**src/rtl/serial_frame_tx.sv**
```systemverilog
// Parallel-to-serial framer: valid/ready word intake, one-word holding buffer, one bit per clock on dout.
// Optional even-parity trailer bit is enabled by defining SER_PARITY_EN.
module serial_frame_tx #(
  parameter int   WIDTH      = 8,
  parameter bit   MSB_FIRST  = 1'b1,
  parameter logic IDLE_LEVEL = 1'b0
) (
  input  logic             clk,
  input  logic             rst,
  input  logic [WIDTH-1:0] data_in,
  input  logic             data_valid,
  output logic             data_ready,
  output logic             dout,
  output logic             dout_valid,
  output logic             frame_done,
  output logic             busy
);

`ifdef SER_PARITY_EN
  localparam int FRAME_LEN = WIDTH + 1;

  function automatic logic even_parity(input logic [WIDTH-1:0] word);
    return ^word;
  endfunction
`else
  localparam int FRAME_LEN = WIDTH;
`endif
  localparam int CW = $clog2(FRAME_LEN);

  typedef enum logic {IDLE = 1'b0, SHIFT = 1'b1} state_t;

  state_t               state, state_next;
  logic [WIDTH-1:0]     hold_buf, hold_buf_next, ordered;
  logic                 hold_full, hold_full_next;
  logic [FRAME_LEN-1:0] shreg, shreg_next, load_vec;
  logic [CW-1:0]        cnt, cnt_next;
  logic                 dout_next, dout_valid_next, frame_done_next, load;
`ifdef SER_PARITY_EN
  logic                 hold_par, hold_par_next;
`endif

  // Arrange the buffered word in transmit order; load_vec's top bit goes out first.
  always_comb begin
    ordered = '0;
    for (int i = 0; i < WIDTH; i++) begin
      ordered[WIDTH-1-i] = MSB_FIRST ? hold_buf[WIDTH-1-i] : hold_buf[i];
    end
`ifdef SER_PARITY_EN
    load_vec = {ordered, hold_par};
`else
    load_vec = ordered;
`endif
  end

  // Next-state, buffer and output computation.
  always_comb begin
    state_next      = state;
    hold_buf_next   = hold_buf;
    hold_full_next  = hold_full;
    shreg_next      = shreg;
    cnt_next        = cnt;
    dout_next       = IDLE_LEVEL;
    dout_valid_next = 1'b0;
    frame_done_next = 1'b0;
    load            = 1'b0;
`ifdef SER_PARITY_EN
    hold_par_next   = hold_par;
`endif
    case (state)
      IDLE: begin
        if (hold_full) begin
          load = 1'b1;
        end else begin
          state_next = IDLE;
        end
      end
      SHIFT: begin
        if (cnt != '0) begin
          dout_next       = shreg[FRAME_LEN-1];
          shreg_next      = {shreg[FRAME_LEN-2:0], 1'b0};
          cnt_next        = cnt - CW'(1);
          dout_valid_next = 1'b1;
          frame_done_next = (cnt == CW'(1));
        end else if (hold_full) begin
          load = 1'b1;
        end else begin
          state_next = IDLE;
        end
      end
      default: begin
        state_next = IDLE;
      end
    endcase

    // Reload path shared by IDLE start and gapless back-to-back continuation.
    if (load) begin
      state_next      = SHIFT;
      dout_next       = load_vec[FRAME_LEN-1];
      shreg_next      = {load_vec[FRAME_LEN-2:0], 1'b0};
      cnt_next        = CW'(FRAME_LEN - 1);
      dout_valid_next = 1'b1;
      hold_full_next  = 1'b0;
    end else begin
      hold_full_next  = hold_full;
    end

    // data_ready mirrors ~hold_full, so an accept never coincides with a drain.
    if (data_valid && data_ready) begin
      hold_buf_next  = data_in;
      hold_full_next = 1'b1;
`ifdef SER_PARITY_EN
      hold_par_next  = even_parity(data_in);
`endif
    end else begin
      hold_buf_next  = hold_buf;
    end
  end

  // FSM state register.
  always_ff @(posedge clk or negedge rst) begin
    if (!rst) begin
      state <= IDLE;
    end else begin
      state <= state_next;
    end
  end

  // Datapath and registered outputs.
  always_ff @(posedge clk or negedge rst) begin
    if (!rst) begin
      hold_buf   <= '0;
      hold_full  <= 1'b0;
      shreg      <= '0;
      cnt        <= '0;
      dout       <= IDLE_LEVEL;
      dout_valid <= 1'b0;
      frame_done <= 1'b0;
      data_ready <= 1'b0;
      busy       <= 1'b0;
`ifdef SER_PARITY_EN
      hold_par   <= 1'b0;
`endif
    end else begin
      hold_buf   <= hold_buf_next;
      hold_full  <= hold_full_next;
      shreg      <= shreg_next;
      cnt        <= cnt_next;
      dout       <= dout_next;
      dout_valid <= dout_valid_next;
      frame_done <= frame_done_next;
      data_ready <= ~hold_full_next;
      busy       <= (state_next == SHIFT) | hold_full_next;
`ifdef SER_PARITY_EN
      hold_par   <= hold_par_next;
`endif
    end
  end

endmodule

```
**config.mk**
```make
export PLATFORM = sky130hd
export DESIGN_NAME = serial_frame_tx
export DESIGN_NICKNAME = d
export VERILOG_FILES = /design/src/rtl/serial_frame_tx.sv
export SDC_FILE = /design/constraint.sdc
export NUM_CORES = 1
export LEC_CHECK = 0
export CAP_MARGIN = 10
export CORE_MARGIN = 1.5
export CORE_UTILIZATION = 51
export DETAILED_ROUTE_END_ITERATION = 16
export PLACE_DENSITY_LB_ADDON = 0.08
export SLEW_MARGIN = 30
export SYNTH_ARGS = -nofsm -noshare
export SYNTH_HDL_FRONTEND = slang
export SYNTH_SLANG_ARGS = --single-unit
```
**constraint.sdc**
```tcl
create_clock -name clk -period 1.7 [get_ports clk]
set_clock_uncertainty 0.05 [all_clocks]
set_input_delay 0.34 -clock clk [delete_from_list [all_inputs] [get_ports clk]]
set_output_delay 0.34 -clock clk [all_outputs]
set_load 0.02 [all_outputs]
```
==> results of run 1 <==
==> cell type report <==
cell class                      instances  area [sq um]
Timing Repair Buffer                   21           213
Clock buffer                            4          26.3
Fill cell                             142           653
Multi-Input combinational cell         44           412
Sequential cell                        25           626
Inverter                                5          18.8
Tap cell                               27          33.8
==> flip-flops by register name, indices dropped and copies added, names as in the netlist <==
signal and flops:
state 1, hold_full 1, cnt 3, frame_done 1
busy 1, data_ready 1, dout 1, shreg 7
hold_buf 8, dout_valid 1
==> worst reg2reg max path, delay by kind of cell, from the launching register on <==
kind | cells | cell delay (ns)
adders and majority gates | 1 | 0.18
AOI/OAI and AO/OA | 1 | 0.16
muxes | 1 | 0.34
DFF | 1 | 0.40
buffers and inverters | 3 | 0.36
==> kinds of logic after synthesis <==
logic type | count (synthesis) | share of synthesized area [%]
AOI/OAI and AO/OA | 7 | 4.98
muxes | 23 | 25.0
and+or+nand+nor | 11 | 4.64
DFF | 25 | 57.9
adders and majority gates | 3 | 3.48
buffers and inverters | 8 | 3.94
==> per-stage QoR <==
step	hold WS [ns]	util [%]	total power, W
2_1_floorplan	-0.00559	-	0.00167
3_3_place_gp	0.436	65.5	0.00194
3_5_place_dp	0.444	65.5	0.00199
4_1_cts	0.327	66.8	0.00224
5_1_grt	0.339	67.0	0.00237
6_report	0.322	67.0	0.00221
==> per-layer routing <==
metal  vias up  track usage [%]  wire length (microns)
met5         -                0                      0
met4         0             4.29                     14
met3         2             4.60                     68
met2        11             27.6                    830
met1       309             18.9                    759
li1        303                -                      -
==> worst max path at each step <==
| stage | from | end |
|---|---|---|
| global route | dout | dout |
| global placement | data_valid | hold_buf[6] |
| detailed placement | data_valid | hold_buf[5] |
| floorplan | cnt[0] | shreg[2] |
| finish | busy | busy |
| CTS | data_ready | data_ready |
==> report_power, final <==
group | leakage (nW) | switching, W | internal [W]
Clock | 0.0150 | 0.000167 | 0.0000917
Sequential | 0.298 | 0.000162 | 0.000837
Combinational | 0.315 | 0.000375 | 0.000577
Total | 0.628 | 0.000704 | 0.00151
==> what timing repair did <==
item                       in CTS  in global routing
setup endpoints to repair       0                  2
gates resized for setup         0                  2
buffers inserted                0                  0
==> cell usage after synthesis <==
library cell / instances / area [sq um]
buf_2: 1 / 5.00
nand2_1: 5 / 18.8
nand3_1: 1 / 5.00
nor2_1: 2 / 7.51
mux2_4: 4 / 60.1
o21ai_0: 2 / 10.0
buf_4: 1 / 7.51
nor3_1: 1 / 5.00
a21o_1: 1 / 7.51
a21oi_1: 1 / 5.00
a211oi_1: 1 / 7.51
nor3b_1: 1 / 7.51
o21a_1: 1 / 7.51
inv_1: 5 / 18.8
buf_6: 1 / 11.3
and2_1: 1 / 6.26
ha_1: 3 / 37.5
o21ai_4: 1 / 16.3
dfrtp_1: 25 / 626
mux2i_1: 3 / 30.0
mux2_2: 16 / 180
==> metrics.txt, run 1 <==
status finished, final reports clean; worst r2r src cnt[1]; Startpoint Class flip-flop; via count 625; post-route setup TNS 0 ns; vias in the first global route 611; CP peak stage delay 0.59 ns; Worst-path clk slew 0.13 ns; die height 49.0 microns; r2r endpoint shreg[7]; Syn. warnings 0; worst setup path category flip-flop to output pin; H-tree levels 1; HP Class primary input to asynchronous set/reset pin; DR pass1 iterations 2; FF-to-FF setup slack 0.12 ns; worst-path cell chain clkdlybuf4s50_1; core box area 0.00198 sq mm; Worst R2R Path Depth 6; Syn Area/Cell 14.0 sq um; post-route insts no fill 126; final worst slack 0.0485 ns; Worst EP required 1.31 ns; most frequent cells in the layout dfrtp_1 (25), mux2_2 (16), clkdlybuf4s50_1 (13); Synth cell types 21; port buffer count 15; Crit path max-delay family buffers and inverters; fin area 0.00133 sq mm; first-pass GRT wire length 2.78 mm; hold-fix buffers at CTS 0; WP data arrival 1.26 ns; Slew HR 71.0%; post-DR vias/cell 4.96; Mapped Cells 77; Routed WL per cell 13.3 microns; Total Wirelength 1.67 mm; area delta synth->final 23.1%; gr ovfl total 0; Worst-Margin Slew 0.436 ns; Leak 0.628 nW; Routability Congestion 0.688; min Tclk post-route 1.65 ns; endpoints failing setup 0; die width 49.0 microns; Yosys reg bits 25; clock buffer depth 2; Area after DPL 0.00130 sq mm; Num CTS Buffers 3; RSZ-0062 raised after global routing false; Mapped Area 0.00108 sq mm; post-route ant nets 0; ANT cells 0; DPL Wire Length 1.21 mm; CP Max Fanout 1; initial core utilization 54.5%; Peak VDD IR 885 uV; endpoint type of the worst setup path output pin; Levels on crit path 1; initial antenna violation count 0; CTS tree done; Top-Level Pins 16; final period utilization 97.1%; # DRC 0; Place WS 0.0650 ns; slowest CP cell clkdlybuf4s50_1; post-synth net total 91; share of layout cells above drive strength 1 30.3%; Pwr Density 1660 mW/mm^2; buffers and inverters on the worst path 1; largest net degree at the start of global routing 26; highest clock rate 606 MHz; final hold violation count 0; commonest non-fill, non-tap cell in the layout dfrtp_1; Root Buffer clkbuf_4; Die ar. 0.00240 sq mm; max-slew violations 0; nets@finish 114; FP Rows 16; clock sink count 25; Total GRT Usage 15.8%; clk_lat worst skew 0.31 ns; drt first-iter violations 2; register area share after synthesis 57.9%; MaxCap Viol Count 0; Placed Cells 122
(Power assumes the default switching activity.)
==> run 2: changes to the inputs <==
--- a/config.mk
+++ b/config.mk
@@ -8,6 +8,7 @@
 export CAP_MARGIN = 10
 export CORE_MARGIN = 1.5
 export CORE_UTILIZATION = 51
+export CTS_CLUSTER_SIZE = 40
 export DETAILED_ROUTE_END_ITERATION = 16
 export PLACE_DENSITY_LB_ADDON = 0.08
 export SLEW_MARGIN = 30
==> results of run 2 <==
No change in the layout: final DEF, timing and power equal those of run 1.
